[config.mk]
export PLATFORM = sky130hd
export DESIGN_NAME = ibex_rf_wb_comparator
export DESIGN_NICKNAME = d
export VERILOG_FILES = /design/src/rtl/ibex_rf_wb_comparator.sv
export SDC_FILE = /design/constraint.sdc
export NUM_CORES = 1
export LEC_CHECK = 0
export ABC_AREA = 1
export CAP_MARGIN = 40
export CORE_MARGIN = 2
export CORE_UTILIZATION = 40
export CTS_BUF_LIST = sky130_fd_sc_hd__clkbuf_16
export CTS_CLUSTER_SIZE = 24
export DETAILED_ROUTE_END_ITERATION = 16
export HOLD_SLACK_MARGIN = 0.1
export MAX_ROUTING_LAYER = met4
export PLACE_DENSITY = 0.71
export REMOVE_ABC_BUFFERS = 1
export SYNTH_ARGS = -nofsm -noshare
export SYNTH_HDL_FRONTEND = slang
export SYNTH_SLANG_ARGS = --single-unit
[constraint.sdc]
create_clock -name clk_i -period 3 [get_ports clk_i]
set_clock_uncertainty 0.1 [all_clocks]
set_input_delay 0.6 -clock clk_i [delete_from_list [all_inputs] [get_ports clk_i]]
set_output_delay 0.6 -clock clk_i [all_outputs]
set_load 0.01 [all_outputs]
[src/rtl/ibex_rf_wb_comparator.sv]
// Lockstep writeback comparator: buffers main-core register-file writes and
// checks them against the lagging shadow core, requesting a rollback on any
// divergence, FIFO underflow/overflow or head-entry timeout.
module ibex_rf_wb_comparator #(
   parameter int unsigned DataWidth     = 32,
   parameter int unsigned Depth         = 4,
   parameter int unsigned TimeoutCycles = 16,
   parameter int unsigned HoldoffCycles = 3
) (
   input  logic                   clk_i,
   input  logic                   rst_i,
   input  logic                   main_we_i,
   input  logic [4:0]             main_waddr_i,
   input  logic [DataWidth-1:0]   main_wdata_i,
   input  logic                   shadow_we_i,
   input  logic [4:0]             shadow_waddr_i,
   input  logic [DataWidth-1:0]   shadow_wdata_i,
   output logic                   comparator_mismatch_o,
   output logic [3:0]             mismatch_cause_o,
   output logic [7:0]             mismatch_cnt_o,
   output logic [$clog2(Depth):0] fifo_level_o
);

   // Depth must be a power of two (>= 2) so the pointers wrap for free.
   localparam int unsigned PtrW   = $clog2(Depth);
   localparam int unsigned LevelW = PtrW + 1;
   localparam int unsigned AgeW   = $clog2(TimeoutCycles + 1);
   localparam int unsigned HoldW  = (HoldoffCycles > 1) ? $clog2(HoldoffCycles) : 1;

   typedef enum logic [1:0] {
      COMPARE = 2'd0,
      FLUSH   = 2'd1,
      HOLDOFF = 2'd2
   } state_e;

   typedef struct packed {
      logic [4:0]           addr;
      logic [DataWidth-1:0] data;
   } wb_entry_t;

   state_e            state_q, state_d;
   logic [HoldW-1:0]  hold_q, hold_d;

   wb_entry_t         mem [Depth];
   logic [PtrW-1:0]   wr_ptr_q, rd_ptr_q;
   logic [LevelW-1:0] level_q;
   logic [AgeW-1:0]   age_q;

   logic [3:0]        cause_q;
   logic [7:0]        cnt_q;
   logic              mismatch_q;

   wb_entry_t         main_entry, shadow_entry, head_entry, cmp_entry;
   logic              fifo_empty, fifo_full;
   logic              push_c, pop_c, bypass_c, detect_c;
   logic [3:0]        cause_c;

   assign main_entry   = '{addr: main_waddr_i,   data: main_wdata_i};
   assign shadow_entry = '{addr: shadow_waddr_i, data: shadow_wdata_i};
   assign head_entry   = mem[rd_ptr_q];
   assign fifo_empty   = (level_q == '0);
   assign fifo_full    = (level_q == LevelW'(Depth));

   // Push/pop decisions and mismatch detection, active only in COMPARE
   always_comb begin
      push_c    = 1'b0;
      pop_c     = 1'b0;
      bypass_c  = 1'b0;
      cause_c   = '0;
      cmp_entry = head_entry;
      if (state_q == COMPARE) begin
         bypass_c  = main_we_i & shadow_we_i & fifo_empty;
         pop_c     = shadow_we_i & ~fifo_empty;
         push_c    = main_we_i & ~bypass_c & (~fifo_full | shadow_we_i);
         cmp_entry = bypass_c ? main_entry : head_entry;
         cause_c[0] = (pop_c | bypass_c) & (cmp_entry != shadow_entry);
         cause_c[1] = shadow_we_i & fifo_empty & ~main_we_i;
         cause_c[2] = main_we_i & fifo_full & ~shadow_we_i;
         cause_c[3] = ~fifo_empty & ~pop_c & (age_q == AgeW'(TimeoutCycles - 1));
      end
   end

   assign detect_c = |cause_c;

   // FSM state register
   always_ff @(posedge clk_i or posedge rst_i) begin
      if (rst_i) begin
         state_q <= COMPARE;
         hold_q  <= '0;
      end else begin
         state_q <= state_d;
         hold_q  <= hold_d;
      end
   end

   // FSM next state: one FLUSH cycle, then HoldoffCycles of HOLDOFF
   always_comb begin
      state_d = state_q;
      hold_d  = hold_q;
      case (state_q)
         COMPARE: begin
            if (detect_c) begin
               state_d = FLUSH;
            end
         end
         FLUSH: begin
            hold_d  = '0;
            state_d = (HoldoffCycles == 0) ? COMPARE : HOLDOFF;
         end
         HOLDOFF: begin
            if (hold_q == HoldW'(HoldoffCycles - 1)) begin
               state_d = COMPARE;
            end else begin
               hold_d = hold_q + HoldW'(1);
            end
         end
         default: state_d = COMPARE;
      endcase
   end

   // FIFO storage; stale contents are harmless once pointers are cleared
   always_ff @(posedge clk_i) begin
      if (push_c) begin
         mem[wr_ptr_q] <= main_entry;
      end
   end

   // FIFO pointers, level and head-age tracking; cleared on entry to FLUSH
   always_ff @(posedge clk_i or posedge rst_i) begin
      if (rst_i) begin
         wr_ptr_q <= '0;
         rd_ptr_q <= '0;
         level_q  <= '0;
         age_q    <= '0;
      end else if (detect_c) begin
         wr_ptr_q <= '0;
         rd_ptr_q <= '0;
         level_q  <= '0;
         age_q    <= '0;
      end else if (state_q == COMPARE) begin
         if (push_c) begin
            wr_ptr_q <= wr_ptr_q + PtrW'(1);
         end
         if (pop_c) begin
            rd_ptr_q <= rd_ptr_q + PtrW'(1);
         end
         case ({push_c, pop_c})
            2'b10:   level_q <= level_q + LevelW'(1);
            2'b01:   level_q <= level_q - LevelW'(1);
            default: level_q <= level_q;
         endcase
         age_q <= (pop_c | fifo_empty) ? '0 : age_q + AgeW'(1);
      end
   end

   // Captured cause, saturating mismatch count and registered rollback pulse
   always_ff @(posedge clk_i or posedge rst_i) begin
      if (rst_i) begin
         cause_q    <= '0;
         cnt_q      <= '0;
         mismatch_q <= 1'b0;
      end else begin
         mismatch_q <= (state_d == FLUSH);
         if (detect_c) begin
            cause_q <= cause_c;
            if (cnt_q != 8'hFF) begin
               cnt_q <= cnt_q + 8'd1;
            end
         end
      end
   end

   assign comparator_mismatch_o = mismatch_q;
   assign mismatch_cause_o      = cause_q;
   assign mismatch_cnt_o        = cnt_q;
   assign fifo_level_o          = level_q;

endmodule

==> impl_metrics.yaml, run 1 <==
critical_path:
  end_kind: "register"
  critPathKind: "in2reg"
  max_stage_delay_ns: 0.50
  cp_top_family: "simple AND/OR/NAND/NOR gates"
  crit_fanout: 15
  crit_buf_inv: 4
  crit_top_cell: "nand2_1"
  cp-start-kind: "input pin"
  rr_worst_depth: 18
  cp.depth: 17
  crit_chain: "clkdlybuf4s50_1 -> nand2_2 -> inv_2 -> nand3_4 -> buf_6 -> or2_2 -> nand3b_1 -> nand2_1 -> nor2_1 -> nand2_1 -> nor2_1 -> nand3_2 -> nand2_1 -> nand2_4 -> buf_12 -> nand3_1 -> nand2_1"
  cpMaxStageDelayCell: "clkdlybuf4s50_1"
  arrival_ns: 3.03
  crit_required_ns: 3.20
clock_network:
  hold_buffers: 0
  htreeDepth: 4
  clk_latency_ns: 0.42
  cts_buffers: 17
  clk_path_buf_depth: 2
  clkTransAtPathRegs_ns: 0.07
  cts_tree: "yes"
  cts.sinks: 177
  ctsRootBufferMaster: "clkbuf_16"
final_layout:
  areaGrowthSynthToFinish_pct: 25.16
  multi_input_area_um2: 2884
  ff_latch_area_um2: 5171
  drive_above_1_share_pct: 9.733
  nets: 1122
  fillers: 1908
  mostFrequentLayoutCells: "nand2_1, edfxtp_1, nand3_1"
  final_common_cell: "nand2_1"
  final_core_util_pct: 50.79
timing:
  tightest_slew_ns: 0.3735
  setup_viol: 0
  rsz0062_at_grt: "false"
  finalHoldViolations: 0
  tns_ns: 0
  slew-limit-headroom_pct: 75.10
  fin_crit_sh_pct: 94.18
  slew_viol_final: 0
  min_period_ns: 2.825
  fmax_ghz: 0.3539
detailed_routing:
  drc: 0
  num_vias: 6403
  wl_met1_um: 8085
  top_layer: "met4"
  first_pass_iters: 5
  ant_nets: 0
  viasPerCell: 4.836
  met2WireLength_um: 9183
  post_drt_wl_per_cell_um: 14.18
  wl_um: 18770
  drtIter0Drc: 462
  wl_met3_um: 1347
yosys:
  netlist.area_leader.share_pct: 52.27
  ys_top_cells_by_area: "edfxtp_1, nand2_1, dfrtp_1, nand3_1, inv_1"
  yosysWarningCount: 0
  syn_area_um2: 8503
  ys_seq_area_share_pct: 60.80
  synth_flop_cell: "edfxtp_1"
  synthCells: 912
  ys_seq_elements: 177
  synth_edf_count: 148
  synth_largest_area_cell: "edfxtp_1"
  yosysUniqueCellTypes: 34
  synthArstFlopShare_pct: 16.38
  syn_area_per_cell_um2: 9.324
floorplan:
  die_y_um: 149.8
  dieWidth_um: 149.8
  core_area_um2: 20960
  rows: 53
  dieArea_um2: 22440
  pin_count: 94
  floorplan.initialDensity_pct: 40.58
global_route:
  grt_pass1_vias: 6139
  track_usage_pct: 17.99
  antenna_found_initial: 1
  overflow: 0
  grt_first_pass_wirelength_um: 30310
  grt_max_degree: 41
power_and_ir_drop:
  peakVddDrop_mv: 0.4191
  cellPowerDensity_nw_per_um2: 800.1
  leakage_nw: 4.493
run_status:
  status: "finished, final reports clean"
placement:
  dp_hpwl_um: 12060
  io_buffer_count: 93
  gp_congestion: 0.7851
worst_hold_path:
  whs_path_depth: 2
  hold_class: "reg2reg"
job:
  maxCapViolations: 0
worst reg2reg max path: cells and delay by family (launching register included):
family,cells,cell delay [ns]
buf+inv,2,0.35
simple gates,16,1.68
flops,1,0.46
synthesized netlist by cell type (2+ instances only):
| master | instances |
|---|---|
| nor2_4 | 2 |
| nand3b_1 | 16 |
| xnor2_1 | 4 |
| dfrtp_1 | 29 |
| ha_1 | 8 |
| nand2_2 | 4 |
| inv_1 | 82 |
| nand3_1 | 136 |
| or2_2 | 8 |
| buf_4 | 4 |
| or2_1 | 5 |
| nor2_1 | 69 |
| a22oi_1 | 2 |
| buf_2 | 25 |
| inv_2 | 2 |
| edfxtp_1 | 148 |
| nand2_1 | 330 |
| o22ai_1 | 2 |
| clkbuf_1 | 4 |
| o21ai_0 | 10 |
| xor2_1 | 9 |
through the flow:
step           instance area [um2]  hold WS (ns)  setup slack [ns]  std cells  total power [mW]
6_report                     10640        0.3956            0.1747       1324             8.515
5_1_grt                      10640        0.4337          0.005038       1324             9.147
4_1_cts                      10620        0.3950            0.1204       1323             8.574
3_5_place_dp                 10070        0.3640           -0.3258       1291             6.516
3_3_place_gp                 10070        0.3762           -0.2471       1291             6.434
2_1_floorplan                 8322        0.4028            -1.052        878             5.312
cell type report:
type | instances | area share [%]
sequential | 177 | 48.59
timing repair buffer | 138 | 12.93
clock inverter | 15 | 1.164
multi-input combinational | 617 | 27.10
antenna | 1 | 0.02351
clock buffer | 17 | 3.997
inverter | 84 | 2.963
tap | 275 | 3.233
per-layer routing:
| layer | track usage, % | vias up |
|---|---|---|
| met4 | 5.755 | 0 |
| met1 | 22.11 | 2989 |
| met3 | 3.902 | 13 |
| met2 | 29.75 | 172 |
| li1 | - | 3229 |
| met5 | - | - |
path summary, 6_finish.rpt:
| path | from | endpoint | slack, ns |
|---|---|---|---|
| hold / removal | mismatch_cause_o[3] | mismatch_cause_o[3] | 0.40 |
| min in group asynchronous | rst_i | mismatch_cnt_o[3] | 0.44 |
| hold reg to reg | mismatch_cause_o[3] | mismatch_cause_o[3] | 0.40 |
| setup / recovery | main_we_i | mismatch_cnt_o[4] | 0.17 |
| max in group asynchronous | rst_i | rd_ptr_q[0] | 2.06 |
| setup reg to reg | fifo_level_o[0] | mismatch_cnt_o[4] | 0.31 |
where the power goes:
part           internal (mW)  total (mW)  leakage, nW  switching, mW
registers               3.06        3.24         1.72          0.176
clock network           1.08        2.05        0.259          0.962
logic                   1.26        3.23         2.51           1.97
total                   5.41        8.51         4.49           3.11
timing repair:
| action | CTS | global route |
|---|---|---|
| endpoints found under the setup margin | 0 | 21 |
| endpoints found under the hold margin | 0 | 0 |
| gates resized for setup | 0 | 6 |
| buffers inserted | 0 | 0 |
sequential cells by signal, summed over array words and instances (netlist names):
signal,cells
mem,148
mismatch_cnt_o,8
age_q,5
mismatch_cause_o,4
fifo_level_o,3
hold_q,2
rd_ptr_q,2
state_q,2
wr_ptr_q,2
comparator_mismatch_o,1
kinds of logic after synthesis:
group                      after synthesis  share of synthesized area (%)
and+or+nand+nor                        576                          29.18
DFF                                    177                          60.80
buffers and inverters                  118                          5.842
AOI/OAI and AO/OA                       18                          1.310
xor gates and xnor gates                13                          1.339
adders and majority gates                9                          1.413
muxes                                    1                         0.1177
Power figures use the tool's default switching activity.
==> inputs of run 2 (changes only) <==
--- a/config.mk
+++ b/config.mk
@@ -12,6 +12,7 @@
 export CTS_BUF_LIST = sky130_fd_sc_hd__clkbuf_16
 export CTS_CLUSTER_SIZE = 24
 export DETAILED_ROUTE_END_ITERATION = 16
+export GPL_TIMING_DRIVEN = 0
 export HOLD_SLACK_MARGIN = 0.1
 export MAX_ROUTING_LAYER = met4
 export PLACE_DENSITY = 0.71
==> run 2 against run 1 <==
  * Design area is 1.5% higher
  * Sequential cell count is the same
  * Sequential power about the same
  * Clock power rose by 4%
  * Sequential share of layout area fell by 0.69 points
  * Worst hold slack lost 0.013 ns
  * Total power up 3.1%
  * Combinational power up 5%
  * First-iteration DRC count shrank 24%
  * Via count grew 0.84%
  * Worst setup slack worse by 0.046 ns
==> impl_metrics.yaml, run 2 (same netlist as run 1, synthesis figures left out) <==
clock_network:
  cts_tree: "yes"
  ctsRootBufferMaster: "clkbuf_16"
  cts_buffers: 17
  hold_buffers: 0
  cts.sinks: 177
  clkTransAtPathRegs_ns: 0.07
  htreeDepth: 4
  clk_latency_ns: 0.43
  clk_path_buf_depth: 2
critical_path:
  end_kind: "register"
  arrival_ns: 3.14
  critPathKind: "in2reg"
  max_stage_delay_ns: 0.45
  cp_top_family: "simple AND/OR/NAND/NOR gates"
  crit_required_ns: 3.27
  cp.depth: 20
  cpMaxStageDelayCell: "clkdlybuf4s50_1"
  rr_worst_depth: 17
  r2r_end: "mismatch_cnt_o[2]"
  crit_chain: "clkdlybuf4s50_1 -> nand2_2 -> clkinv_4 -> buf_4 -> nand3_4 -> buf_4 -> nand3_1 -> nand2_1 -> nand2_1 -> nand2_1 -> nand2_1 -> nor2_1 -> nand2_1 -> nor2_4 -> nand3_2 -> nand2_4 -> nand2_8 -> nand2_4 -> nand2_1 -> nand2_1"
  startpoint: "shadow_we_i"
  crit_top_cell: "nand2_1"
  rrSetupSlack_ns: 0.21
  crit_buf_inv: 4
  cp-start-kind: "input pin"
  crit_fanout: 23
  reg2reg_from: "fifo_level_o[2]"
global_route:
  overflow: 0
  grt_first_pass_wirelength_um: 30650
  grt_pass1_vias: 5982
  track_usage_pct: 18.65
  antenna_found_initial: 1
  grt_max_degree: 47
detailed_routing:
  viasPerCell: 4.895
  first_pass_iters: 7
  num_vias: 6457
  wl_um: 19980
  ant_nets: 0
  drtIter0Drc: 349
  drc: 0
  post_drt_wl_per_cell_um: 15.14
timing:
  slew-limit-headroom_pct: 47.53
  setup_viol: 0
  min_period_ns: 2.871
  fin_crit_sh_pct: 95.70
  fmax_ghz: 0.3483
  tightest_slew_ns: 0.7863
  slew_viol_final: 0
  finalHoldViolations: 0
final_layout:
  mostFrequentLayoutCells: "nand2_1, edfxtp_1, nand3_1"
  final_core_util_pct: 51.56
  drive_above_1_share_pct: 9.875
  multi_input_area_um2: 2993
  final_common_cell: "nand2_1"
  areaGrowthSynthToFinish_pct: 27.06
  regMostFlops: "mem"
  nets: 1117
  largest_reg_flops: 148
  fillers: 1888
  finalInstanceArea_um2: 10800
  ff_latch_area_um2: 5175
power_and_ir_drop:
  p_sw_mw: 3.229
  leakage_nw: 4.520
  internal_power_mw: 5.549
  cellPowerDensity_nw_per_um2: 812.5
  switching_share_pct: 36.79
  pwr-share-seq_pct: 37.1
  clkPwrFrac_pct: 24.2
  peakVddDrop_mv: 0.5077
  share_comb_of_total_power_pct: 38.7
floorplan:
  dieWidth_um: 149.8
  floorplan.initialDensity_pct: 40.58
  rows: 53
  core_area_um2: 20960
  die_y_um: 149.8
  dieArea_um2: 22440
  pin_count: 94
job:
  maxCapViolations: 0
placement:
  io_buffer_count: 93
  dp_hpwl_um: 11520
  gp_congestion: 0.7584
  place_area_um2: 9859
worst_hold_path:
  whs_path_depth: 2
  worstHoldStart: "mismatch_cause_o[2]"
  whs_endpoint: "mismatch_cause_o[2]"
  hold_class: "reg2reg"
run_status:
  status: "finished, final reports clean"
==> run 2: changes by cell type in the layout (fill, tap and decap cells not counted), sizes merged <==
cell	change
dlymetal6s2s	+1
nand3	+4
inv	-4
clkdlybuf4s50	-1
clkinv	+4
nor2	+2
clkinvlp	-1
buf	-11
bufinv	+1
==> run 2: tightest hold or removal path, cell delays in order, from the launching register on <==
cell     delay [ns]
dfrtp_1        0.35
nand2_1        0.05
nand2_1        0.05
==> run 2: worst max-delay path by stage <==
stage | slack [ns] | end
after floorplan | -1.05 | mismatch_cnt_o[2]
after global placement | -3.22 | mismatch_cnt_o[7]
after detailed placement | -1.35 | mismatch_cnt_o[5]
after CTS | 0.004 | mismatch_cnt_o[5]
after global routing | -0.01 | mismatch_cnt_o[2]
final | 0.13 | mismatch_cnt_o[2]
==> run 2: what timing repair did <==
item	in CTS	in global routing
resized for setup	17	7
buffers inserted	10	14
setup endpoints to repair	174	54
pin swaps	7	2
endpoints found under the hold margin	0	0
cloned	6	0
==> run 2: cell type report <==
cell class,instances,area share (%)
Sequential cell,177,47.90
Multi-Input combinational cell,623,27.70
Timing Repair Buffer,127,12.74
Clock buffer,17,3.937
Tap cell,275,3.185
Inverter,84,3.115
Clock inverter,15,1.401
Antenna cell,1,0.02316
==> run 2: per-layer routing <==
metal  vias up  share of wire, %  GRT usage [%]
met5         -                 0              -
met2       182                49          30.34
met1      3001                43          22.83
li1       3250                 -              -
met4         0               1.7          6.509
met3        24               6.6          4.482
==> run 2: power by group through the flow <==
stage	Combinational (mW)	Clock (mW)	Sequential (mW)
floorplan	1.93	0	3.38
global placement	2.68	0	3.49
detailed placement	3.04	0	3.34
CTS	3.26	2.17	3.30
global route	3.84	2.28	3.29
finish	3.39	2.13	3.26
==> run 2: metrics by stage <==
step / std cells / power [mW] / hold WS [ns] / setup WS [ns] / TNS (ns)
after floorplan: 878 / 5.312 / 0.4028 / -1.052 / -108.36
after global placement: 1246 / 6.166 / 0.3674 / -3.224 / -513.39
after detailed placement: 1256 / 6.382 / 0.3622 / -1.355 / -182.47
after CTS: 1304 / 8.736 / 0.3865 / 0.003807 / 0
after global routing: 1319 / 9.406 / 0.4334 / -0.01387 / -0.03580
final: 1319 / 8.779 / 0.3825 / 0.1291 / 0
==> inputs of run 3 (changes only) <==
--- a/config.mk
+++ b/config.mk
@@ -15,7 +15,7 @@
 export GPL_TIMING_DRIVEN = 0
 export HOLD_SLACK_MARGIN = 0.1
 export MAX_ROUTING_LAYER = met4
-export PLACE_DENSITY = 0.71
+export PLACE_DENSITY = 0.69
 export REMOVE_ABC_BUFFERS = 1
 export SYNTH_ARGS = -nofsm -noshare
 export SYNTH_HDL_FRONTEND = slang
==> constraint.sdc (replaced) <==
create_clock -name clk_i -period 2.7 [get_ports clk_i]
set_clock_uncertainty 0.1 [all_clocks]
set_input_delay 0.54 -clock clk_i [delete_from_list [all_inputs] [get_ports clk_i]]
set_output_delay 0.54 -clock clk_i [all_outputs]
set_load 0.01 [all_outputs]
==> run 3 against run 2 <==
  * Sequential share of layout area down 1.7 points
  * Critical path depth down 2
  * Worst setup slack worse by 0.033 ns
  * Design area up 3.9%
  * Combinational power up 29%
  * Non-clock buffer count up 16
  * Count of clock-buffer cells in the layout unchanged
  * Routed wire length up 13%
  * Largest cell class unchanged
  * Largest power group unchanged
==> impl_metrics.yaml, run 3 (same netlist as run 1, synthesis figures left out) <==
clock_network:
  cts_buffers: 17
  cts_tree: "yes"
  cts.sinks: 177
  clkTransAtPathRegs_ns: 0.07
  ctsRootBufferMaster: "clkbuf_16"
  clk_path_buf_depth: 2
  clk_latency_ns: 0.44
  htreeDepth: 4
detailed_routing:
  viasPerCell: 5.009
  first_pass_iters: 5
  wl_um: 22520
  num_vias: 6712
  post_drt_wl_per_cell_um: 16.80
  ant_nets: 0
  drc: 0
  drtIter0Drc: 424
floorplan:
  core_area_um2: 20960
  die_y_um: 149.8
  floorplan.initialDensity_pct: 40.58
  dieWidth_um: 149.8
  dieArea_um2: 22440
  pin_count: 94
  rows: 53
run_status:
  status: "finished, final reports clean"
global_route:
  antenna_found_initial: 2
  overflow: 0
  grt_max_degree: 44
  grt_pass1_vias: 6285
  grt_first_pass_wirelength_um: 33210
  track_usage_pct: 20.52
final_layout:
  final_core_util_pct: 53.55
  largest_reg_flops: 148
  ff_latch_area_um2: 5181
  final_common_cell: "nand2_1"
  mostFrequentLayoutCells: "nand2_1, edfxtp_1, nand3_1"
  final_cell_count_no_fill: 1340
  regMostFlops: "mem"
  multi_input_area_um2: 3065
  fillers: 1823
  nets: 1138
  areaGrowthSynthToFinish_pct: 31.97
  drive_above_1_share_pct: 12.22
critical_path:
  arrival_ns: 2.88
  critPathKind: "reg2reg"
  cp-start-kind: "register"
  crit_required_ns: 2.97
  end_kind: "register"
  crit_fanout: 14
timing:
  setup_viol: 0
  slew-limit-headroom_pct: 45.42
  hold-worst-slack_ns: 0.2941
  tightest_slew_ns: 0.8178
  min_period_ns: 2.604
  fmax_ghz: 0.3841
  finalHoldViolations: 0
  fin_crit_sh_pct: 96.43
  slew_viol_final: 0
power_and_ir_drop:
  peakVddDrop_mv: 0.5605
  clkPwrFrac_pct: 22.9
  cellPowerDensity_nw_per_um2: 921.2
  p_sw_mw: 3.899
  switching_share_pct: 37.71
  share_comb_of_total_power_pct: 42.4
  pwr-share-seq_pct: 34.7
  leakage_nw: 4.695
  internal_power_mw: 6.439
placement:
  io_buffer_count: 93
  dp_cells: 1255
  dp_hpwl_um: 11430
  gp_congestion: 0.7496
worst_hold_path:
  hold_class: "in2async"
job:
  maxCapViolations: 0
## run 3: power by group through the flow
stage                     clock (mW)  sequential (mW)  combinational (mW)
after global placement             0             3.88                2.98
after detailed placement           0             3.81                3.27
after global routing            2.50             3.63                4.90
after CTS                       2.40             3.58                4.07
final                           2.37             3.59                4.38
after floorplan                    0             3.76                2.14
## run 3: worst max-delay path, stage by stage, from the launching register on
cell     delay, ns
dfrtp_2       0.42
nor2_4        0.18
buf_12        0.15
nand3_4       0.08
buf_12        0.17
or2_2         0.29
nand2_1       0.06
nand2_1       0.05
nand2_1       0.05
nand2_1       0.05
nor2_1        0.13
nand2_1       0.12
nor2_4        0.15
nand3_4       0.13
nand2_8       0.12
nand2_8       0.08
nand2_8       0.09
nand2_1       0.06
nand2_1       0.06
## run 3: cell type report
cell class                 instances  share of cell area (%)
clock inverter                    15                   1.304
antenna                            1                 0.02230
timing repair inverter             1                 0.07805
sequential                       177                   46.17
clock buffer                      17                   3.791
inverter                          84                   3.066
timing repair buffer             143                   15.19
tap                              275                   3.066
multi-input combinational        627                   27.32
## run 3: path summary, 6_finish.rpt
check | slack (ns) | from | cells past startpoint | endpoint
worst min register to register | 0.39 | mismatch_cause_o[0] | 2 | mismatch_cause_o[0]
min in group clk_i | 0.39 | mismatch_cause_o[0] | 2 | mismatch_cause_o[0]
worst min-delay path | 0.29 | rst_i | 2 | fifo_level_o[2]
worst max-delay path | 0.1 | fifo_level_o[0] | 18 | mismatch_cnt_o[2]
max in group asynchronous | 1.74 | rst_i | 3 | rd_ptr_q[0]
worst max register to register | 0.1 | fifo_level_o[0] | 18 | mismatch_cnt_o[2]
## run 3: metrics by stage
step / area [um2] / setup WS, ns / total power, mW / setup TNS, ns
finish: 11220 / 0.09646 / 10.34 / 0
detailed placement: 9849 / -1.536 / 7.081 / -219.41
global placement: 9597 / -3.682 / 6.867 / -561.85
floorplan: 8322 / -1.352 / 5.902 / -151.68
CTS: 10890 / 0.004014 / 10.05 / 0
global route: 11220 / -0.06351 / 11.03 / -0.5944
## run 3: repair_timing
action | in CTS | in global routing
gates cloned | 9 | 9
setup buffers | 22 | 12
setup endpoints to repair | 174 | 26
pin swaps | 13 | 7
resized for setup | 29 | 15
hold buffers | 0 | 0
## run 3: per-layer routing
metal  routed length (um)  global-route usage [%]  vias up  part of all wire (%)
li1                     -                       -     3307                     -
met1                 9488                   24.79     3178                    42
met2                10990                   33.47      205                    49
met3                 1635                   5.457       22                   7.3
met4                  403                   6.981        0                   1.8
met5                    0                       -        -                     0
